==> src/rtl/axi_apb_pkg.sv <==
// Shared AXI response codes, response decode and bridge FSM state type for apb_2_axi_lite.
// The DRAIN state exists only when APB2AXI_TIMEOUT_EN is defined.
package axi_apb_pkg;

    localparam logic [1:0] RESP_OKAY   = 2'b00;
    localparam logic [1:0] RESP_EXOKAY = 2'b01;
    localparam logic [1:0] RESP_SLVERR = 2'b10;
    localparam logic [1:0] RESP_DECERR = 2'b11;

    typedef enum logic [2:0] {
        IDLE    = 3'd0,
        WR_REQ  = 3'd1,
        WR_RESP = 3'd2,
        RD_REQ  = 3'd3,
        RD_RESP = 3'd4,
`ifdef APB2AXI_TIMEOUT_EN
        DONE    = 3'd5,
        DRAIN   = 3'd6
`else
        DONE    = 3'd5
`endif
    } apb2axi_state_t;

    // Maps an AXI response code onto the APB error flag.
    function automatic logic resp_is_err(input logic [1:0] resp);
        case (resp)
            RESP_OKAY, RESP_EXOKAY:   return 1'b0;
            RESP_SLVERR, RESP_DECERR: return 1'b1;
            default:                  return 1'b1;
        endcase
    endfunction

endpackage

==> src/rtl/apb_2_axi_lite.sv <==
// APB4 completer to AXI4-Lite manager bridge: one single-beat AXI access per APB transfer.
// Optional macro APB2AXI_TIMEOUT_EN adds a wait counter and a DRAIN state for stuck subordinates.
module apb_2_axi_lite
    import axi_apb_pkg::*;
#(
    parameter int unsigned AXI_DATA_WIDTH = 32,
    parameter int unsigned AXI_ADDR_WIDTH = 4,
    parameter int unsigned TIMEOUT_CYCLES = 255
) (
    input  logic                          M_AXI_ACLK,
    input  logic                          M_AXI_ARESETN,
    input  logic [AXI_ADDR_WIDTH-1:0]     PADDR,
    input  logic [2:0]                    PPROT,
    input  logic                          PSEL,
    input  logic                          PENABLE,
    input  logic                          PWRITE,
    input  logic [AXI_DATA_WIDTH-1:0]     PWDATA,
    input  logic [AXI_DATA_WIDTH/8-1:0]   PSTRB,
    output logic                          PREADY,
    output logic [AXI_DATA_WIDTH-1:0]     PRDATA,
    output logic                          PSLVERR,
    output logic [AXI_ADDR_WIDTH-1:0]     M_AXI_AWADDR,
    output logic [2:0]                    M_AXI_AWPROT,
    output logic                          M_AXI_AWVALID,
    input  logic                          M_AXI_AWREADY,
    output logic [AXI_DATA_WIDTH-1:0]     M_AXI_WDATA,
    output logic [AXI_DATA_WIDTH/8-1:0]   M_AXI_WSTRB,
    output logic                          M_AXI_WVALID,
    input  logic                          M_AXI_WREADY,
    input  logic [1:0]                    M_AXI_BRESP,
    input  logic                          M_AXI_BVALID,
    output logic                          M_AXI_BREADY,
    output logic [AXI_ADDR_WIDTH-1:0]     M_AXI_ARADDR,
    output logic [2:0]                    M_AXI_ARPROT,
    output logic                          M_AXI_ARVALID,
    input  logic                          M_AXI_ARREADY,
    input  logic [AXI_DATA_WIDTH-1:0]     M_AXI_RDATA,
    input  logic [1:0]                    M_AXI_RRESP,
    input  logic                          M_AXI_RVALID,
    output logic                          M_AXI_RREADY
);

    localparam int unsigned STRB_W = AXI_DATA_WIDTH / 8;

    if ((AXI_DATA_WIDTH % 8) != 0 || TIMEOUT_CYCLES == 0 || TIMEOUT_CYCLES > 65535) begin : g_param_check
        $error("apb_2_axi_lite: unsupported parameter set");
    end

    apb2axi_state_t              r_state, w_state_nxt;
    logic [AXI_ADDR_WIDTH-1:0]   r_addr, w_addr_nxt;
    logic [2:0]                  r_prot, w_prot_nxt;
    logic [AXI_DATA_WIDTH-1:0]   r_wdata, w_wdata_nxt;
    logic [STRB_W-1:0]           r_wstrb, w_wstrb_nxt;
    logic                        r_write, w_write_nxt;
    logic                        r_awvalid, w_awvalid_nxt;
    logic                        r_wvalid, w_wvalid_nxt;
    logic                        r_bready, w_bready_nxt;
    logic                        r_arvalid, w_arvalid_nxt;
    logic                        r_rready, w_rready_nxt;
    logic                        r_aw_done, w_aw_done_nxt;
    logic                        r_w_done, w_w_done_nxt;
    logic                        r_pready, w_pready_nxt;
    logic                        r_pslverr, w_pslverr_nxt;
    logic [AXI_DATA_WIDTH-1:0]   r_prdata, w_prdata_nxt;

    logic w_setup, w_aw_hs, w_w_hs, w_b_hs, w_ar_hs, w_r_hs;

    assign w_setup = PSEL && !PENABLE;
    assign w_aw_hs = r_awvalid && M_AXI_AWREADY;
    assign w_w_hs  = r_wvalid  && M_AXI_WREADY;
    assign w_b_hs  = r_bready  && M_AXI_BVALID;
    assign w_ar_hs = r_arvalid && M_AXI_ARREADY;
    assign w_r_hs  = r_rready  && M_AXI_RVALID;

`ifdef APB2AXI_TIMEOUT_EN
    localparam int unsigned CNT_W = (TIMEOUT_CYCLES < 256) ? 8 : 16;

    logic [CNT_W-1:0] r_wait_cnt, w_wait_cnt_nxt;
    logic             w_wait_busy, w_any_hs, w_timeout;

    // Wait counter: runs while an AXI request or response is outstanding, cleared by any handshake.
    assign w_wait_busy = (r_state == WR_REQ) || (r_state == WR_RESP) ||
                         (r_state == RD_REQ) || (r_state == RD_RESP);
    assign w_any_hs    = w_aw_hs || w_w_hs || w_b_hs || w_ar_hs || w_r_hs;
    assign w_timeout   = w_wait_busy && !w_any_hs && (r_wait_cnt == CNT_W'(TIMEOUT_CYCLES - 1));
    assign w_wait_cnt_nxt = (!w_wait_busy || w_any_hs) ? '0 : r_wait_cnt + CNT_W'(1);

    always_ff @(posedge M_AXI_ACLK or negedge M_AXI_ARESETN) begin
        if (!M_AXI_ARESETN) r_wait_cnt <= '0;
        else                r_wait_cnt <= w_wait_cnt_nxt;
    end
`endif

    always_ff @(posedge M_AXI_ACLK or negedge M_AXI_ARESETN) begin
        if (!M_AXI_ARESETN) begin
            r_state   <= IDLE;
            r_addr    <= '0;
            r_prot    <= '0;
            r_wdata   <= '0;
            r_wstrb   <= '0;
            r_write   <= 1'b0;
            r_awvalid <= 1'b0;
            r_wvalid  <= 1'b0;
            r_bready  <= 1'b0;
            r_arvalid <= 1'b0;
            r_rready  <= 1'b0;
            r_aw_done <= 1'b0;
            r_w_done  <= 1'b0;
            r_pready  <= 1'b0;
            r_pslverr <= 1'b0;
            r_prdata  <= '0;
        end else begin
            r_state   <= w_state_nxt;
            r_addr    <= w_addr_nxt;
            r_prot    <= w_prot_nxt;
            r_wdata   <= w_wdata_nxt;
            r_wstrb   <= w_wstrb_nxt;
            r_write   <= w_write_nxt;
            r_awvalid <= w_awvalid_nxt;
            r_wvalid  <= w_wvalid_nxt;
            r_bready  <= w_bready_nxt;
            r_arvalid <= w_arvalid_nxt;
            r_rready  <= w_rready_nxt;
            r_aw_done <= w_aw_done_nxt;
            r_w_done  <= w_w_done_nxt;
            r_pready  <= w_pready_nxt;
            r_pslverr <= w_pslverr_nxt;
            r_prdata  <= w_prdata_nxt;
        end
    end

    // Next-state and next-output logic; every register holds unless a state says otherwise.
    always_comb begin
        w_state_nxt   = r_state;
        w_addr_nxt    = r_addr;
        w_prot_nxt    = r_prot;
        w_wdata_nxt   = r_wdata;
        w_wstrb_nxt   = r_wstrb;
        w_write_nxt   = r_write;
        w_awvalid_nxt = r_awvalid;
        w_wvalid_nxt  = r_wvalid;
        w_bready_nxt  = r_bready;
        w_arvalid_nxt = r_arvalid;
        w_rready_nxt  = r_rready;
        w_aw_done_nxt = r_aw_done;
        w_w_done_nxt  = r_w_done;
        w_pready_nxt  = r_pready;
        w_pslverr_nxt = r_pslverr;
        w_prdata_nxt  = r_prdata;

        case (r_state)
            IDLE: begin
                if (w_setup) begin
                    w_addr_nxt  = PADDR;
                    w_prot_nxt  = PPROT;
                    w_wdata_nxt = PWDATA;
                    w_wstrb_nxt = PSTRB;
                    w_write_nxt = PWRITE;
                    if (PWRITE) begin
                        w_awvalid_nxt = 1'b1;
                        w_wvalid_nxt  = 1'b1;
                        w_state_nxt   = WR_REQ;
                    end else begin
                        w_arvalid_nxt = 1'b1;
                        w_state_nxt   = RD_REQ;
                    end
                end
            end
            WR_REQ: begin
                if (w_aw_hs) begin
                    w_awvalid_nxt = 1'b0;
                    w_aw_done_nxt = 1'b1;
                end
                if (w_w_hs) begin
                    w_wvalid_nxt = 1'b0;
                    w_w_done_nxt = 1'b1;
                end
                if ((r_aw_done || w_aw_hs) && (r_w_done || w_w_hs)) begin
                    w_aw_done_nxt = 1'b0;
                    w_w_done_nxt  = 1'b0;
                    w_bready_nxt  = 1'b1;
                    w_state_nxt   = WR_RESP;
                end
            end
            WR_RESP: begin
                if (w_b_hs) begin
                    w_bready_nxt  = 1'b0;
                    w_pslverr_nxt = resp_is_err(M_AXI_BRESP);
                    w_pready_nxt  = 1'b1;
                    w_state_nxt   = DONE;
                end
            end
            RD_REQ: begin
                if (w_ar_hs) begin
                    w_arvalid_nxt = 1'b0;
                    w_rready_nxt  = 1'b1;
                    w_state_nxt   = RD_RESP;
                end
            end
            RD_RESP: begin
                if (w_r_hs) begin
                    w_rready_nxt  = 1'b0;
                    w_prdata_nxt  = M_AXI_RDATA;
                    w_pslverr_nxt = resp_is_err(M_AXI_RRESP);
                    w_pready_nxt  = 1'b1;
                    w_state_nxt   = DONE;
                end
            end
            DONE: begin
                w_pready_nxt  = 1'b0;
                w_pslverr_nxt = 1'b0;
                w_prdata_nxt  = '0;
                w_state_nxt   = IDLE;
            end
`ifdef APB2AXI_TIMEOUT_EN
            // APB side already completed with an error; finish the AXI side before taking new work.
            DRAIN: begin
                w_pready_nxt  = 1'b0;
                w_pslverr_nxt = 1'b0;
                if (w_aw_hs) w_awvalid_nxt = 1'b0;
                if (w_w_hs)  w_wvalid_nxt  = 1'b0;
                if (w_ar_hs) w_arvalid_nxt = 1'b0;
                if (w_b_hs || w_r_hs) begin
                    w_awvalid_nxt = 1'b0;
                    w_wvalid_nxt  = 1'b0;
                    w_arvalid_nxt = 1'b0;
                    w_bready_nxt  = 1'b0;
                    w_rready_nxt  = 1'b0;
                    w_aw_done_nxt = 1'b0;
                    w_w_done_nxt  = 1'b0;
                    w_state_nxt   = IDLE;
                end
            end
`endif
            default: w_state_nxt = IDLE;
        endcase

`ifdef APB2AXI_TIMEOUT_EN
        if (w_timeout) begin
            w_pready_nxt  = 1'b1;
            w_pslverr_nxt = 1'b1;
            w_prdata_nxt  = '0;
            w_bready_nxt  = r_write;
            w_rready_nxt  = !r_write;
            w_state_nxt   = DRAIN;
        end
`endif
    end

    assign PREADY        = r_pready;
    assign PRDATA        = r_prdata;
    assign PSLVERR       = r_pslverr;
    assign M_AXI_AWADDR  = r_addr;
    assign M_AXI_AWPROT  = r_prot;
    assign M_AXI_AWVALID = r_awvalid;
    assign M_AXI_WDATA   = r_wdata;
    assign M_AXI_WSTRB   = r_wstrb;
    assign M_AXI_WVALID  = r_wvalid;
    assign M_AXI_BREADY  = r_bready;
    assign M_AXI_ARADDR  = r_addr;
    assign M_AXI_ARPROT  = r_prot;
    assign M_AXI_ARVALID = r_arvalid;
    assign M_AXI_RREADY  = r_rready;

endmodule

==> config.mk <==
export PLATFORM = sky130hd
export DESIGN_NAME = apb_2_axi_lite
export DESIGN_NICKNAME = d
export VERILOG_FILES = /design/src/rtl/axi_apb_pkg.sv /design/src/rtl/apb_2_axi_lite.sv
export SDC_FILE = /design/constraint.sdc
export NUM_CORES = 1
export LEC_CHECK = 0
export ABC_AREA = 1
export BUFFER_PORTS_ARGS = -buffer_cell sky130_fd_sc_hd__buf_2
export CORE_UTILIZATION = 51
export CTS_BUF_LIST = sky130_fd_sc_hd__clkbuf_4 sky130_fd_sc_hd__clkbuf_8
export CTS_CLUSTER_SIZE = 10
export DETAILED_ROUTE_END_ITERATION = 16
export MAX_ROUTING_LAYER = met4
export PLACE_DENSITY = 0.92
export SLEW_MARGIN = 20
export SYNTH_ARGS = -nofsm -noshare
export SYNTH_HDL_FRONTEND = slang
export SYNTH_SLANG_ARGS = --single-unit
==> constraint.sdc <==
create_clock -name M_AXI_ACLK -period 2.81 [get_ports M_AXI_ACLK]
set_input_delay 0.1405 -clock M_AXI_ACLK [delete_from_list [all_inputs] [get_ports M_AXI_ACLK]]
set_output_delay 0.1405 -clock M_AXI_ACLK [all_outputs]
set_load 0.01 [all_outputs]
Word level (Yosys, flattened, before mapping)
Index checks and enable logic that the tools add are counted.
Widths: inputs -> output; s select.

word-level totals
  bits in registers = 87
  input port bits = 89
  logic and storage cells = 108

cells by class
  equal/unequal tests = 20
  muxes and demuxes = 37
  reductions and logical operators = 36

operators with widths
  operator            count
  $pmux 32 s2         1
  $mux 32             1
  $mux 1              19
  $ne 2x2->1 const B  9
  $mux 3              5
  $pmux 3 s5          1
  $pmux 1 s2          7
  $reduce_bool 2->1   7
  $reduce_and 4->1    3
  $reduce_and 3->1    3
  $eq 2x2->1 const B  4
  $reduce_and 2->1    4
  $reduce_or 2->1     4
  $logic_and 1x1->1   7
  $eq 3x2->1 const B  2
  $eq 3x3->1 const B  2
  $pmux 1 s3          2
  $reduce_and 5->1    1
  $eq 2x1->1 const B  2
  $logic_not 2->1     2
  $eq 3x1->1 const B  1
  $logic_not 3->1     1
  $reduce_bool 3->1   1
  $logic_or 1x1->1    2
  other kinds (2)     2

Logic depth before layout (Yosys ltp)
  word-level depth = 5
  depth in mapped cells = 8
  gate-level depth less buffers = 8

Worst setup path before layout
Ideal clock, no wire load.

  path type = register to register
  from = register r_state[0]
  to = register r_addr[0], in the netlist M_AXI_ARADDR[0]
  library setup time = 117 ps
  arrival time = 1197 ps
  required time = 2693 ps
  setup slack = 1496 ps
  cell stages (with the launch flop) = 9
  path through = dfrtp_1 buf_2 nor2_4 nand2_2 nor2_8 inv_2 buf_6 nand2_1 nand2_1

between the ends
  cells in the longest elaborated chain, start to end = 2

RTL lines
  what                        RTL line               source
  start, declared             apb_2_axi_lite.sv:49   apb2axi_state_t r_state, w_state_nxt;
  start signal, assigned      apb_2_axi_lite.sv:113  r_state <= w_state_nxt;
  $logic_not 3->1             apb_2_axi_lite.sv:151  case (r_state)
  $reduce_and 2->1 (no line)  --
  end signal, assigned        apb_2_axi_lite.sv:114  r_addr <= w_addr_nxt;
  end, declared               apb_2_axi_lite.sv:50   logic [AXI_ADDR_WIDTH-1:0] r_addr, w_addr_nxt;

No other way between the ends.
A chain may end at the register's enable or synchronous reset.

Final worst setup path
  from = register r_state[0]
  to = register r_prdata[7], in the netlist PRDATA[7]

between the ends
  cells in the longest elaborated chain, start to end = 3

RTL lines
  what                                                       RTL line               source
  $eq 3x3->1                                                 apb_2_axi_lite.sv:151
  $ne 2x2->1 (no line) or $reduce_bool 2->1 (tied branches)  --
  $reduce_and 2->1 (no line)                                 --
  end signal, assigned                                       apb_2_axi_lite.sv:128  r_prdata <= w_prdata_nxt;
  end, declared                                              apb_2_axi_lite.sv:64   logic [AXI_DATA_WIDTH-1:0] r_prdata, w_prdata_nxt;

Several ways; a longest one is shown, not always the timed one.

==> results.yml <==
timing:
  finalMaxSlewViolations: 0
  rsz0062_at_grt: "false"
  max_freq_mhz: 545.9
  skew_ns: 0.008195
  setup-tns-final_ns: 0
  worst_pin_slew_ns: 0.7695
  fin_crit_ns: 1.832
  hold_viol_final: 0
  setup_viol: 0
  max_slew_margin_pct: 48.70
  timing.final.crit_share_pct: 65.19
route:
  dr_total_vias: 3467
  drc: 0
  wl_per_cell_um: 13.15
  wl_um: 9391
  vias_per_cell: 4.856
  drtIter0Drc: 213
  dr.pass1.iters: 5
  ant_nets: 0
logic_synthesis:
  synth_area_um2: 3660
  synth_seq_cells: 87
  avgSynthCellArea_um2: 8.551
  ys_top_cells_by_area: "dfrtp_1 59%, nand2_1 23%, o21ai_1 4.5%"
  ys_types: 20
  syn_inst: 428
  synth.top_cell.area_share_pct: 59.49
  syn_nets: 517
  synth_top_area_cell: "dfrtp_1"
  ys_seq_area_share_pct: 59.49
  ys_warn_count: 0
place:
  placed_cells: 676
  portBuffers: 175
  gp_congestion: 1.014
  dp_hpwl_um: 6238
critical_path:
  crit_path_end_kind: "register"
  rrSetupSlack_ns: 0.98
  arrival_ns: 2.09
  path_max_fanout: 54
  setup.worst_path.class: "reg2reg"
  crit_required_ns: 3.07
  start_kind: "register"
clocking:
  clock_path_buffers: 2
  clock-sinks: 87
  cts_tree: "yes"
  post-cts-setup-buffer-count: 0
  clk_latency_ns: 0.34
  htreeDepth: 3
  postCtsResizedCells: 0
  clkSlewWorstSetupHoldPaths_ns: 0.08
  root_buffer: "clkbuf_8"
  cts_made_buffers: 9
cells_and_area:
  nFillCells: 523
  finalNetCount: 704
  area_delta_synth_final_pct: 34.77
  final_cell_count_no_fill: 714
  seqCellArea_um2: 2177
  drive_above_1_share_pct: 32.85
  multi_input_area_um2: 1249
  num_antenna_cells: 0
run:
  drv_cap: 0
floorplan:
  core_area_um2: 6869
  pin_count: 178
  dieArea_um2: 7519
  die_h_um: 86.71
  die_w_um: 86.71
  start_util_pct: 53.28
  std_cell_rows: 30
pwr:
  power_density_nw_per_um2: 470.8
  peakVddDrop_v: 0.0003312
  leakage_nw: 3.017
global_routing:
  grt-ovfl-total: 0
  grt_max_degree: 88
  grt_pass1_wl_um: 14660
  grt_usage_pct: 26.20
  grt_pass1_vias: 3239
  antenna_found_initial: 0
min_path:
  hold_class: "in2reg"
run_status:
  status: "finished, final reports clean"
critical path: stages (launching register included):
cell,delay [ns]
dfrtp_1,0.50
nor2_4,0.20
nand3_2,0.13
nand2_2,0.22
buf_4,0.46
nand2_1,0.10
o21ai_1,0.10
sequential cells by signal, indices dropped and copies added (netlist names):
signal	flops
PRDATA	32
M_AXI_ARVALID	1
r_state	3
M_AXI_WSTRB	4
PREADY	1
M_AXI_ARPROT	3
PSLVERR	1
M_AXI_ARADDR	4
M_AXI_BREADY	1
r_w_done	1
M_AXI_WVALID	1
r_aw_done	1
M_AXI_RREADY	1
M_AXI_WDATA	32
M_AXI_AWVALID	1
synthesized netlist by cell type (all sizes together):
cell,count
nand2,230
o21ai,37
dfrtp,87
a31oi,2
buf,25
inv,15
nor2,9
a21oi,5
clkbuf,1
nand3,16
a21boi,1
per-stage QoR:
stage	utilization [%]	worst slack (ns)	hold WS [ns]	total power [mW]	instance area [um^2]
floorplan	-	1.496	-0.1551	1.366	3660
global placement	65.56	1.093	0.3407	1.474	4503
detailed placement	65.56	1.005	0.3451	1.479	4503
CTS	71.46	0.9643	0.0008346	2.332	4908
global route	71.80	0.6941	0.008244	2.411	4932
finish	71.80	0.9782	0.01392	2.322	4932
worst paths after layout:
kind	end	start	cells past startpoint
worst max-delay path	PRDATA[7]$_DFFE_PN0P_	r_state[0]$_DFFE_PN0P_	6
max in group asynchronous	M_AXI_WDATA[20]$_DFFE_PN0P_	M_AXI_ARESETN	2
worst min-delay path	M_AXI_WDATA[28]$_DFFE_PN0P_	PWDATA[28]	3
worst max register to register	PRDATA[7]$_DFFE_PN0P_	r_state[0]$_DFFE_PN0P_	6
worst min register to register	M_AXI_WDATA[24]$_DFFE_PN0P_	M_AXI_WDATA[24]$_DFFE_PN0P_	2
min in group asynchronous	M_AXI_WDATA[1]$_DFFE_PN0P_	M_AXI_ARESETN	2
what timing repair did:
action	4_1_cts	5_1_grt
hold buffers	22	2
endpoints found under the hold margin	22	88
endpoints found under the setup margin	0	0
cells by family (layout without fill, tap and decap cells):
family          after synthesis  in the layout  share of synthesized area (%)
compound gates               45             45                          6.291
flops                        87             87                          59.49
buf+inv                      41            231                          6.393
simple gates                255            255                          27.83
layout make-up:
cell class                      count  share of cell area, %
Timing Repair Buffer              202                  23.21
Inverter                           15                  1.142
Clock inverter                      4                 0.9640
Multi-Input combinational cell    300                  25.32
Tap cell                           96                  2.435
Clock buffer                       10                  2.790
Sequential cell                    87                  44.14
report_power, final:
part / internal, mW / total (mW) / leakage, nW / switching (mW)
logic: 0.0985 / 0.194 / 1.74 / 0.0957
clock network: 0.423 / 0.838 / 0.0940 / 0.415
registers: 1.28 / 1.29 / 1.18 / 0.0146
total: 1.80 / 2.32 / 3.02 / 0.526
routing by layer:
metal | vias to the layer above | track usage [%] | share of wire (%)
met2 | 164 | 45.60 | 51
met5 | - | - | 0
li1 | 1702 | - | -
met1 | 1574 | 29.85 | 40
met3 | 27 | 4.667 | 6.5
met4 | 0 | 11.06 | 2.9
cells in the final DEF (no fill, tap or decap), drive strengths merged:
cell type,Yosys,layout
dlygate4sd3,0,24
inv,15,15
dfrtp,87,87
clkbuf,1,10
nor2,9,9
nand3,16,16
nand2,230,230
a21oi,5,5
clkinvlp,0,1
a21boi,1,1
o21ai,37,37
clkinv,0,2
a31oi,2,2
bufinv,0,1
buf,25,178
(Power assumes the default switching activity.)
